==> config.mk <==
export PLATFORM = sky130hd
export DESIGN_NAME = dp_sram_sync_flat
export DESIGN_NICKNAME = d
export VERILOG_FILES = /design/src/rtl/dp_sram_pkg.sv /design/src/rtl/dp_sram_if.sv /design/src/rtl/dp_sram_clr_fsm.sv /design/src/rtl/dp_sram_sync.sv /design/src/flat_wrapper.sv
export SDC_FILE = /design/constraint.sdc
export NUM_CORES = 1
export LEC_CHECK = 0
export BUFFER_PORTS_ARGS = -buffer_cell sky130_fd_sc_hd__buf_4
export CORE_ASPECT_RATIO = 1.2
export CORE_MARGIN = 10
export CORE_UTILIZATION = 40
export DETAILED_ROUTE_END_ITERATION = 8
export SLEW_MARGIN = 25
export SYNTH_ARGS = -nofsm -noshare
export SYNTH_HDL_FRONTEND = slang
export SYNTH_SLANG_ARGS = --single-unit
==> constraint.sdc <==
create_clock -name clk -period 2.2 [get_ports clk]
set_input_delay 0.22 -clock clk [delete_from_list [all_inputs] [get_ports clk]]
set_output_delay 0.22 -clock clk [all_outputs]
set_load 0.005 [all_outputs]
==> src/rtl/dp_sram_pkg.sv <==
// Shared types and constants for the dual-port synchronous SRAM.
// Holds the clear-FSM state encoding and the right-port direction codes.
package dp_sram_pkg;

  typedef enum logic [1:0] {
    IDLE  = 2'd0,
    CLEAR = 2'd1,
    READY = 2'd2
  } clr_state_e;

  localparam logic RW_READ  = 1'b1;
  localparam logic RW_WRITE = 1'b0;

endpackage

==> src/rtl/dp_sram_if.sv <==
// Bus bundle for dp_sram_sync: right read/write port, left read-only port and status.
// master drives requests (the user side); slave is the memory itself.
interface dp_sram_if #(
  parameter int DATA_W = 8,
  parameter int ADDR_W = 4
) ();

  logic              ce_r_n;
  logic              rw_r;
  logic [ADDR_W-1:0] address_r;
  logic [DATA_W-1:0] data_in_r;
  logic [DATA_W-1:0] data_out_r;
  logic              valid_r;

  logic              ce_l_n;
  logic [ADDR_W-1:0] address_l;
  logic [DATA_W-1:0] data_out_l;
  logic              valid_l;

  logic              ready;
  logic              collision;

  modport master (
    output ce_r_n, rw_r, address_r, data_in_r, ce_l_n, address_l,
    input  data_out_r, valid_r, data_out_l, valid_l, ready, collision
  );

  modport slave (
    input  ce_r_n, rw_r, address_r, data_in_r, ce_l_n, address_l,
    output data_out_r, valid_r, data_out_l, valid_l, ready, collision
  );

endinterface

==> src/rtl/dp_sram_clr_fsm.sv <==
// Post-reset clear sequencer: IDLE for one cycle, then zeroes every word once,
// then parks in READY until the next reset.
module dp_sram_clr_fsm
  import dp_sram_pkg::*;
#(
  parameter int ADDR_W = 4
) (
  input  logic              clk,
  input  logic              rst_n,
  output logic              ready_o,
  output logic              clr_we_o,
  output logic [ADDR_W-1:0] clr_addr_o
);

  localparam int DEPTH = 2**ADDR_W;
  localparam logic [ADDR_W-1:0] LAST_ADDR = ADDR_W'(DEPTH-1);

  clr_state_e        state_q, state_d;
  logic [ADDR_W-1:0] cnt_q, cnt_d;

  always_ff @(posedge clk) begin
    if (!rst_n) begin
      state_q <= IDLE;
      cnt_q   <= '0;
    end else begin
      state_q <= state_d;
      cnt_q   <= cnt_d;
    end
  end

  // The counter stops at the last address rather than wrapping, so only one pass runs.
  always_comb begin
    state_d  = state_q;
    cnt_d    = cnt_q;
    clr_we_o = 1'b0;
    unique case (state_q)
      IDLE: begin
        state_d = CLEAR;
        cnt_d   = '0;
      end
      CLEAR: begin
        clr_we_o = 1'b1;
        if (cnt_q == LAST_ADDR) begin
          state_d = READY;
        end else begin
          cnt_d = cnt_q + 1'b1;
        end
      end
      READY: begin
        state_d = READY;
      end
      default: begin
        state_d = IDLE;
      end
    endcase
  end

  assign ready_o    = (state_q == READY);
  assign clr_addr_o = cnt_q;

endmodule

==> src/rtl/dp_sram_sync.sv <==
// Dual-port synchronous SRAM: right port read/write, left port read-only, 1-cycle reads.
// Define DP_SRAM_BYPASS_EN for write-first forwarding to the left port on a collision.
module dp_sram_sync
  import dp_sram_pkg::*;
#(
  parameter int DATA_W = 8,
  parameter int ADDR_W = 4
) (
  input logic      clk,
  input logic      rst_n,
  dp_sram_if.slave bus
);

  localparam int DEPTH = 2**ADDR_W;

  logic              ready;
  logic              clrWe;
  logic [ADDR_W-1:0] clrAddr;

  logic              rdAccR, wrAccR, rdAccL, hitColl;
  logic              memWe;
  logic [ADDR_W-1:0] memAddr;
  logic [DATA_W-1:0] memWdata;

  logic [DATA_W-1:0] mem [DEPTH];

  logic [DATA_W-1:0] dataOutR_q, dataOutL_q;
  logic              validR_q, validL_q, collision_q;

  dp_sram_clr_fsm #(
    .ADDR_W (ADDR_W)
  ) u_clr_fsm (
    .clk        (clk),
    .rst_n      (rst_n),
    .ready_o    (ready),
    .clr_we_o   (clrWe),
    .clr_addr_o (clrAddr)
  );

  // Clearing and user writes never overlap because user access is gated by ready.
  always_comb begin
    rdAccR   = ready && !bus.ce_r_n && (bus.rw_r == RW_READ);
    wrAccR   = ready && !bus.ce_r_n && (bus.rw_r == RW_WRITE);
    rdAccL   = ready && !bus.ce_l_n;
    hitColl  = wrAccR && rdAccL && (bus.address_r == bus.address_l);
    memWe    = clrWe || wrAccR;
    memAddr  = clrWe ? clrAddr : bus.address_r;
    memWdata = clrWe ? '0 : bus.data_in_r;
  end

  always_ff @(posedge clk) begin
    if (memWe) begin
      mem[memAddr] <= memWdata;
    end
  end

  // Read registers sample the pre-write array contents, which gives read-first by default.
  always_ff @(posedge clk) begin
    if (!rst_n) begin
      dataOutR_q  <= '0;
      dataOutL_q  <= '0;
      validR_q    <= 1'b0;
      validL_q    <= 1'b0;
      collision_q <= 1'b0;
    end else begin
      validR_q    <= rdAccR;
      validL_q    <= rdAccL;
      collision_q <= hitColl;
      if (rdAccR) begin
        dataOutR_q <= mem[bus.address_r];
      end
      if (rdAccL) begin
`ifdef DP_SRAM_BYPASS_EN
        dataOutL_q <= hitColl ? bus.data_in_r : mem[bus.address_l];
`else
        dataOutL_q <= mem[bus.address_l];
`endif
      end
    end
  end

  assign bus.data_out_r = dataOutR_q;
  assign bus.valid_r    = validR_q;
  assign bus.data_out_l = dataOutL_q;
  assign bus.valid_l    = validL_q;
  assign bus.ready      = ready;
  assign bus.collision  = collision_q;

endmodule

==> src/flat_wrapper.sv <==
// flat-port wrapper written by rule: the top's interface ports become plain ports
module dp_sram_sync_flat import dp_sram_pkg::*;
#(
  parameter int DATA_W = 8,
  parameter int ADDR_W = 4
)
  (clk, rst_n, bus_ce_r_n, bus_rw_r, bus_address_r, bus_data_in_r, bus_ce_l_n, bus_address_l, bus_data_out_r, bus_valid_r, bus_data_out_l, bus_valid_l, bus_ready, bus_collision);
  dp_sram_if #(.DATA_W(DATA_W), .ADDR_W(ADDR_W)) bus_i ();
  input logic clk;
  input logic rst_n;
  input wire logic [$bits(bus_i.ce_r_n)-1:0] bus_ce_r_n;
  input wire logic [$bits(bus_i.rw_r)-1:0] bus_rw_r;
  input wire logic [$bits(bus_i.address_r)-1:0] bus_address_r;
  input wire logic [$bits(bus_i.data_in_r)-1:0] bus_data_in_r;
  input wire logic [$bits(bus_i.ce_l_n)-1:0] bus_ce_l_n;
  input wire logic [$bits(bus_i.address_l)-1:0] bus_address_l;
  output wire logic [$bits(bus_i.data_out_r)-1:0] bus_data_out_r;
  output wire logic [$bits(bus_i.valid_r)-1:0] bus_valid_r;
  output wire logic [$bits(bus_i.data_out_l)-1:0] bus_data_out_l;
  output wire logic [$bits(bus_i.valid_l)-1:0] bus_valid_l;
  output wire logic [$bits(bus_i.ready)-1:0] bus_ready;
  output wire logic [$bits(bus_i.collision)-1:0] bus_collision;
  assign bus_i.ce_r_n = bus_ce_r_n;
  assign bus_i.rw_r = bus_rw_r;
  assign bus_i.address_r = bus_address_r;
  assign bus_i.data_in_r = bus_data_in_r;
  assign bus_i.ce_l_n = bus_ce_l_n;
  assign bus_i.address_l = bus_address_l;
  assign bus_data_out_r = bus_i.data_out_r;
  assign bus_valid_r = bus_i.valid_r;
  assign bus_data_out_l = bus_i.data_out_l;
  assign bus_valid_l = bus_i.valid_l;
  assign bus_ready = bus_i.ready;
  assign bus_collision = bus_i.collision;
  dp_sram_sync #(.DATA_W(DATA_W), .ADDR_W(ADDR_W)) u_core (.clk(clk), .rst_n(rst_n), .bus(bus_i));
endmodule
==> impl_metrics.toml, run 1 <==
[pwr]
pwr-share-comb = 0.181
vdd_drop_max_mv = 0.673
p_seq_frac = 0.472
power.share.switching = 0.270
p_sw_uw = 2090
intPower_uw = 5630
power_density_nw_per_um2 = 905
p_leak_uw = 0.00307
power_frac_clock = 0.347

[sta]
fin_worst_skew_ps = 12.1
rsz0062_at_grt = "yes"
worst_slew_pin_slew_ps = 1010
period_share = 0.951
hold_viol = 0
setup_viol = 0
maxSlewViolCount = 0
setup_tns_ps = 0
fmax_mhz = 478
min_period_ps = 2090
setup_ws_ps = 109
relSlewSlack = 0.327

[finish]
nets = 514
final_area_um2 = 8530
drive_above_1_share = 0.331
antennaDiodeCount = 0
syn_to_final_growth_pct = 19.9

[clock_network]
cts_buffer_depth = 2
numClockSinks = 153
cts_tree = "yes"
clk_pin_slew_ps = 60
root_buffer = "clkbuf_16"
post-cts-setup-buffers = 0
htree_levels = 4
cts_buffers = 17
worst_skew_pair.late_latency_ps = 430

[route]
drt-initial-drc-count = 301
ant_nets = 0
vias = 4304
firstDrtPassIters = 5
vias_per_cell = 5.96
wl_per_cell_um = 26.8
wl_um = 19400
drc = 0

[synth]
async_flop_share = 0
synth.distinct_cells = 43
netlist_area_um2 = 7110
syn_inst = 404
ys_seq_area_frac = 0.611
synth_fp_nets = 429
synth-edff-count = 128
yosysWarnings = 0
yosys-top-cells-count = "edfxtp_1, mux4_2, mux2i_1, dfxtp_1"
ys_ff_latch = 153
yosysMostFrequentCell = "edfxtp_1"
synth_ff_type = "edfxtp_1"
avgSynthCellArea_um2 = 17.6
synth_top_area_cell = "edfxtp_1"
synth_area_leaders = "edfxtp_1, mux4_2, mux4_1"
yosysTopAreaCellShare = 0.540

[global_route]
grt_use_met1 = 0.199
grt_overflow = 0
grt_pass1_vias = 4428
grt_util_met3 = 0.0432
grt_max_degree = 36
grtUsageTotal = 0.164
grt_pass1_wl_um = 28400
antenna_found_initial = 0
grt_busiest_layer = "met2"
use_met2 = 0.266

[setup_path]
cp_max_fo = 6
worstSetupEndpointType = "flop"
startpoint = "u_core.u_clr_fsm.state_q[0]$_SDFFE_PN0P_"
arrival_ps = 2220
critPathRequiredTime_ps = 2330
crit_path_start_kind = "flop"
worstRegToRegCells = 7
worstReg2RegStart = "u_core.u_clr_fsm.state_q[0]$_SDFFE_PN0P_"
crit_type = "flop to flop"

[floorplanning]
num_rows = 53
core_um2 = 17500
die_w_um = 142
fp.dieArea_um2 = 23500
die_h_um = 166
ios = 41
start_util = 0.406

[run_status]
outcome = "finished, final reports clean"

[placed_design]
placed_cell_area_um2 = 7950
gp_congestion = 0.858
hpwlAfterDp_um = 13300
io_buffers = 40
preCtsSetupSlack_ps = 88.9

[job]
maxCapViolations = 0

[min_path]
hold_depth = 2
hp-start = "rst_n"
hp-class = "input port to flop"
-- cells by family after synthesis --
kind of cell               synth area share
xor gates and xnor gates            0.00492
DFF                                   0.611
muxes                                 0.260
buffers and inverters                0.0230
AOI/OAI and AO/OA                    0.0477
adders and majority gates           0.00704
and+or+nand+nor                      0.0471
-- placed cells by master, fill, tap and decap left out, drive strengths merged, types with 6 or more instances in the layout --
| cell | count |
|---|---|
| edfxtp | 128 |
| buf | 89 |
| mux4 | 62 |
| mux2i | 36 |
| dfxtp | 25 |
| nor2 | 21 |
| clkbuf | 18 |
| o21ai | 17 |
| a2bb2oi | 15 |
| nand2 | 14 |
| nor2b | 13 |
| clkinv | 10 |
| inv | 6 |
-- power groups by stage --
stage	registers [uW]	logic, uW	clock network, uW
after floorplan	3640	814	0
after global placement	3700	1330	0
after detailed placement	3700	1360	0
after CTS	3640	1360	2730
after global routing	3650	1510	2830
final	3640	1390	2680
-- per-stage QoR --
| stage | utilization | cells | hold WS [ps] | power, uW |
|---|---|---|---|---|
| after global routing | 0.487 | 722 | 100 | 7990 |
| final | 0.487 | 722 | 103 | 7720 |
| after detailed placement | 0.454 | 688 | 407 | 5060 |
| after CTS | 0.486 | 722 | 80.8 | 7740 |
| after floorplan | - | 404 | 296 | 4460 |
| after global placement | 0.454 | 688 | 403 | 5030 |
-- area by class of cell --
cell class	count	area, um^2
fillers	1468	8980
inverters	4	15.0
clock buffers	18	429
well taps	220	275
multi-input cells	222	2630
clock inverters	14	106
flip-flops and latches	153	4340
repair buffers	91	726
-- critical path: stages, from the launching register on --
cell and delay, ps:
dfxtp_1 330, inv_1 80, ha_1 190, or4b_1 460
mux2i_2 230, nand2_1 150, nor2_1 180, buf_4 190
-- flip-flops by register name, summed over array words and instances, names as in the netlist --
register                     count
u_core.bus.collision             1
u_core.bus.data_out_l            8
u_core.mem                     128
u_core.bus.valid_l               1
u_core.u_clr_fsm.state_q         2
u_core.u_clr_fsm.clr_addr_o      4
u_core.bus.valid_r               1
u_core.bus.data_out_r            8
-- layer usage --
| layer | part of all wire | vias to the layer above |
|---|---|---|
| li1 | - | 1846 |
| met1 | 0.40 | 2218 |
| met2 | 0.50 | 206 |
| met3 | 0.075 | 34 |
| met4 | 0.026 | 0 |
| met5 | 0 | - |
-- final timing paths --
path | endpoint | slack, ps
worst max-delay path | u_core.mem[0][3]$_DFFE_PP_ | 110
worst min register to register | u_core.bus.data_out_r[5]$_SDFFE_PN0P_ | 470
worst max register to register | u_core.mem[0][3]$_DFFE_PP_ | 110
worst min-delay path | u_core.u_clr_fsm.clr_addr_o[0]$_SDFFE_PN0P_ | 100
-- what timing repair did --
action                     in CTS  in global routing
setup endpoints to repair       0                 45
resized for setup               0                  5
hold buffers                    2                  0
hold endpoints to repair        1                  0
Note: power is estimated with default switching activity, not from simulation.
==> run 2, diff against run 1 <==
--- a/config.mk
+++ b/config.mk
@@ -5,11 +5,11 @@
 export SDC_FILE = /design/constraint.sdc
 export NUM_CORES = 1
 export LEC_CHECK = 0
-export BUFFER_PORTS_ARGS = -buffer_cell sky130_fd_sc_hd__buf_4
 export CORE_ASPECT_RATIO = 1.2
 export CORE_MARGIN = 10
 export CORE_UTILIZATION = 40
 export DETAILED_ROUTE_END_ITERATION = 8
+export DONT_BUFFER_PORTS = 1
 export SLEW_MARGIN = 25
 export SYNTH_ARGS = -nofsm -noshare
 export SYNTH_HDL_FRONTEND = slang
==> constraint.sdc (replaced) <==
create_clock -name clk -period 2.3 [get_ports clk]
set_input_delay 0.23 -clock clk [delete_from_list [all_inputs] [get_ports clk]]
set_output_delay 0.23 -clock clk [all_outputs]
set_load 0.005 [all_outputs]
==> run 2 against run 1 <==
Net effect: die area unchanged; sequential cell count unchanged; worst setup slack improved by 35 ps; register-to-register slack improved by 40 ps; maximum frequency decreased by 3.0%; clock power increased by 10%; critical path type unchanged; critical endpoint is now u_core.mem[0][0]$_DFFE_PP_; largest cell class unchanged.
==> impl_metrics.toml, run 2 (synthesized netlist as in run 1, its figures left out) <==
[run_status]
outcome = "finished, final reports clean"

[sta]
hold_viol = 0
setup_viol = 0
holdWs_ps = 12.4
fmax_mhz = 464
relSlewSlack = 0.330
maxSlewViolCount = 0
worst_slew_pin_slew_ps = 1000
fin_worst_skew_ps = 11.3
period_share = 0.938
rsz0062_at_grt = "no"
setup_tns_ps = 0
min_period_ps = 2160

[pwr]
power.share.switching = 0.250
intPower_uw = 5670
p_seq_frac = 0.461
power_frac_clock = 0.392
p_sw_uw = 1890
p_leak_uw = 0.00286
pwr-share-comb = 0.147
vdd_drop_max_mv = 0.523
p_total_uw = 7560
power_density_nw_per_um2 = 918

[placed_design]
gp_congestion = 0.833
hpwlAfterDp_um = 12700
placed_cell_area_um2 = 7560
io_buffers = 0

[route]
wl_per_cell_um = 27.6
drt-initial-drc-count = 366
vias = 4127
drc = 0
firstDrtPassIters = 6
vias_per_cell = 6.11
wl_um = 18600
ant_nets = 0

[floorplanning]
die_w_um = 142
die_h_um = 166
num_rows = 53
core_um2 = 17500
start_util = 0.406
fp.dieArea_um2 = 23500
ios = 41

[global_route]
grt_pass1_vias = 4336
grt_overflow = 0
grt_pass1_wl_um = 28000
antenna_found_initial = 1
grt_max_degree = 38
grtUsageTotal = 0.163

[finish]
layout_common_cells = "edfxtp_1, mux4_2, buf_4"
nets = 467
max_flop_register = "u_core.mem"
final_area_um2 = 8230
drive_above_1_share = 0.257
final_util = 0.470
largest_register_ffs = 128
final_common_cell = "edfxtp_1"
syn_to_final_growth_pct = 15.7

[setup_path]
critPathRequiredTime_ps = 2420
arrival_ps = 2280
worstSetupEndpointType = "flop"
cp_max_fo = 6
crit_type = "flop to flop"
crit_path_start_kind = "flop"

[job]
maxCapViolations = 0

[clock_network]
root_buffer = "clkbuf_16"
cts_buffers = 17
worst_skew_pair.late_latency_ps = 420
clk_pin_slew_ps = 70
numClockSinks = 153
cts_tree = "yes"
cts_buffer_depth = 2
htree_levels = 4

[min_path]
hp-class = "input port to flop"
[run 2: path summary, 6_finish.rpt]
check,from,to,slack (ps),cells after the start
min,bus_address_l[1],u_core.bus.data_out_l[4]$_SDFFE_PN0P_,10,2
min reg2reg,u_core.bus.data_out_r[3]$_SDFFE_PN0P_,u_core.bus.data_out_r[3]$_SDFFE_PN0P_,500,2
max,u_core.u_clr_fsm.state_q[0]$_SDFFE_PN0P_,u_core.mem[0][0]$_DFFE_PP_,140,7
max reg2reg,u_core.u_clr_fsm.state_q[0]$_SDFFE_PN0P_,u_core.mem[0][0]$_DFFE_PP_,140,7
[run 2: critical path, cell delays in order (launching register included)]
cell,delay (ps)
dfxtp_1,320
inv_1,80
ha_1,160
or4b_1,450
mux2i_1,240
nand2_1,160
nor2_1,240
buf_4,210
[run 2: per-layer routing]
metal  part of all wire  GRT usage  up-vias
met2               0.50      0.263      187
met1               0.38      0.191     2147
met4              0.032     0.0725        0
li1                   -          -     1758
met5                  0          0        -
met3              0.082     0.0555       35
[run 2: through the flow]
stage | setup slack, ps | std cells
after floorplan | 168 | 404
after global placement | 234 | 640
after detailed placement | 199 | 640
after CTS | 182 | 675
after global routing | 28.9 | 675
final | 144 | 676
[run 2: final cells by class]
| cell class | instances | area [um^2] |
|---|---|---|
| inverters | 4 | 15.0 |
| fillers | 1482 | 9280 |
| repair buffers | 44 | 350 |
| clock inverters | 12 | 188 |
| well taps | 220 | 275 |
| flip-flops and latches | 153 | 4340 |
| diodes | 1 | 2.50 |
| multi-input cells | 222 | 2620 |
| clock buffers | 20 | 437 |
[run 2: repair_timing]
| action | in CTS | in global routing |
|---|---|---|
| hold buffers | 3 | 0 |
| buffers inserted | 0 | 0 |
| endpoints found under the hold margin | 7 | 0 |
| resized for setup | 0 | 0 |
[run 2: power by group through the flow]
stage               registers, uW  logic [uW]  clock network [uW]
floorplan                    3480         779                   0
global placement             3540        1060                   0
detailed placement           3540        1090                   0
CTS                          3490        1100                3010
global route                 3500        1220                3170
finish                       3480        1110                2960
==> run 3, diff against run 2 <==
--- a/config.mk
+++ b/config.mk
@@ -5,11 +5,14 @@
 export SDC_FILE = /design/constraint.sdc
 export NUM_CORES = 1
 export LEC_CHECK = 0
+export CELL_PAD_IN_SITES_DETAIL_PLACEMENT = 1
+export CELL_PAD_IN_SITES_GLOBAL_PLACEMENT = 1
 export CORE_ASPECT_RATIO = 1.2
 export CORE_MARGIN = 10
 export CORE_UTILIZATION = 40
 export DETAILED_ROUTE_END_ITERATION = 8
 export DONT_BUFFER_PORTS = 1
+export PLACE_DENSITY_LB_ADDON = 0.1
 export SLEW_MARGIN = 25
 export SYNTH_ARGS = -nofsm -noshare
 export SYNTH_HDL_FRONTEND = slang
==> run 3 against run 2 <==
Net effect: non-clock buffer count did not move; sequential share of layout area is essentially flat; register-to-register slack got worse by 60 ps; final area is essentially flat; combinational power increased by 5%; hold slack got worse by 2.0 ps; clock skew decreased by 2.6 ps; highest routed layer unchanged; critical path depth unchanged; core utilization about the same; die area unchanged; clock-buffer cell count shrank 3.
==> impl_metrics.toml, run 3 (synthesized netlist as in run 1, its figures left out) <==
[clock_network]
numClockSinks = 153
cts_buffers = 17
cts_buffer_depth = 2
worst_skew_pair.late_latency_ps = 430
clk_pin_slew_ps = 60
root_buffer = "clkbuf_16"
htree_levels = 4
post-cts-setup-buffers = 0
cts_tree = "yes"

[min_path]
hold_depth = 2
hp-class = "input port to flop"

[finish]
final_util = 0.470
nFillCells = 1688
max_flop_register = "u_core.mem"
antennaDiodeCount = 0
final_common_cell = "edfxtp_1"
largest_register_ffs = 128
regArea_um2 = 4340
drive_above_1_share = 0.260
layout_common_cells = "edfxtp_1, mux4_2, buf_4"
multi_input_area_um2 = 2620
syn_to_final_growth_pct = 15.7
nets = 467

[floorplanning]
die_w_um = 142
core_um2 = 17500
num_rows = 53
ios = 41
die_h_um = 166
start_util = 0.406
fp.dieArea_um2 = 23500

[sta]
relSlewSlack = 0.324
maxSlewViolCount = 0
min_period_ps = 2210
rsz0062_at_grt = "no"
fmax_mhz = 452
worst_slew_pin_slew_ps = 1010
setup_viol = 0
fin_worst_skew_ps = 8.66
hold_viol = 0
setup_tns_ps = 0
period_share = 0.962

[setup_path]
crit_path_start_kind = "flop"
critPathRequiredTime_ps = 2440
cp_max_fo = 5
cpPeakStageDelay_ps = 450
worstSetupEndpointType = "flop"
cp_num_buf_inv = 2
worstPathCellList = "inv_1 > ha_1 > or4b_1 > mux2i_1 > nand2_1 > nor2_1 > buf_4"
cp_top_family = "simple AND/OR/NAND/NOR gates"
slowest_stage = "or4b_1"
path_depth = 7
arrival_ps = 2350
crit_type = "flop to flop"
worstRegToRegCells = 7

[pwr]
power.share.switching = 0.257
power_frac_clock = 0.390
intPower_uw = 5660
vdd_drop_max_mv = 0.521
p_leak_uw = 0.00285
power_density_nw_per_um2 = 926
p_sw_uw = 1960
pwr-share-comb = 0.152
p_seq_frac = 0.458

[route]
wl_um = 20600
wl_per_cell_um = 30.6
drt-initial-drc-count = 338
drc = 0
firstDrtPassIters = 4
vias = 4108
ant_nets = 0
vias_per_cell = 6.09

[placed_design]
hpwlAfterDp_um = 14100
gp_congestion = 0.803
io_buffers = 0

[run_status]
outcome = "finished, final reports clean"

[global_route]
antenna_found_initial = 0
grt_pass1_wl_um = 30100
grt_overflow = 0
grtUsageTotal = 0.176
grt_pass1_vias = 4279
grt_max_degree = 38

[job]
maxCapViolations = 0
[run 3: repair_timing]
action	CTS	global route
endpoints found under the setup margin	0	6
hold endpoints to repair	8	0
gates resized for setup	0	1
hold buffers	4	0
[run 3: final cells by class]
type | instances | share of cell area
Tap cell | 220 | 0.0334
Sequential cell | 153 | 0.528
Timing Repair Buffer | 44 | 0.0429
Inverter | 4 | 0.00182
Clock inverter | 14 | 0.0240
Clock buffer | 17 | 0.0517
Multi-Input combinational cell | 222 | 0.318
[run 3: power by group through the flow]
stage | logic, uW | registers, uW | clock network [uW]
3_5_place_dp | 1150 | 3550 | 0
6_report | 1160 | 3490 | 2980
2_1_floorplan | 779 | 3480 | 0
5_1_grt | 1260 | 3500 | 3120
3_3_place_gp | 1100 | 3550 | 0
4_1_cts | 1160 | 3490 | 3020
[run 3: final timing paths]
check,from,endpoint,slack (ps)
worst min register to register,u_core.bus.data_out_l[5]$_SDFFE_PN0P_,u_core.bus.data_out_l[5]$_SDFFE_PN0P_,500
worst max register to register,u_core.u_clr_fsm.state_q[0]$_SDFFE_PN0P_,u_core.mem[2][5]$_DFFE_PP_,90
worst min-delay path,bus_address_l[1],u_core.bus.data_out_l[6]$_SDFFE_PN0P_,10
worst max-delay path,u_core.u_clr_fsm.state_q[0]$_SDFFE_PN0P_,u_core.mem[2][5]$_DFFE_PP_,90
[run 3: metrics by stage]
stage / hold slack, ps / cell area [um^2] / worst slack, ps / std cells / total power [uW]
2_1_floorplan: 306 / 7110 / 168 / 404 / 4260
3_3_place_gp: 322 / 7550 / 186 / 639 / 4650
3_5_place_dp: 326 / 7550 / 134 / 639 / 4700
4_1_cts: 0.851 / 8220 / 112 / 674 / 7670
5_1_grt: 24.6 / 8230 / 3.90 / 674 / 7880
6_report: 10.4 / 8230 / 88.1 / 674 / 7620
[run 3: per-layer routing]
layer / vias up / GRT usage / wire (um)
met5: - / 0 / 0
met4: 0 / 0.0556 / 347
met3: 22 / 0.0369 / 1170
met2: 124 / 0.291 / 10500
met1: 2211 / 0.225 / 8670
li1: 1751 / - / -
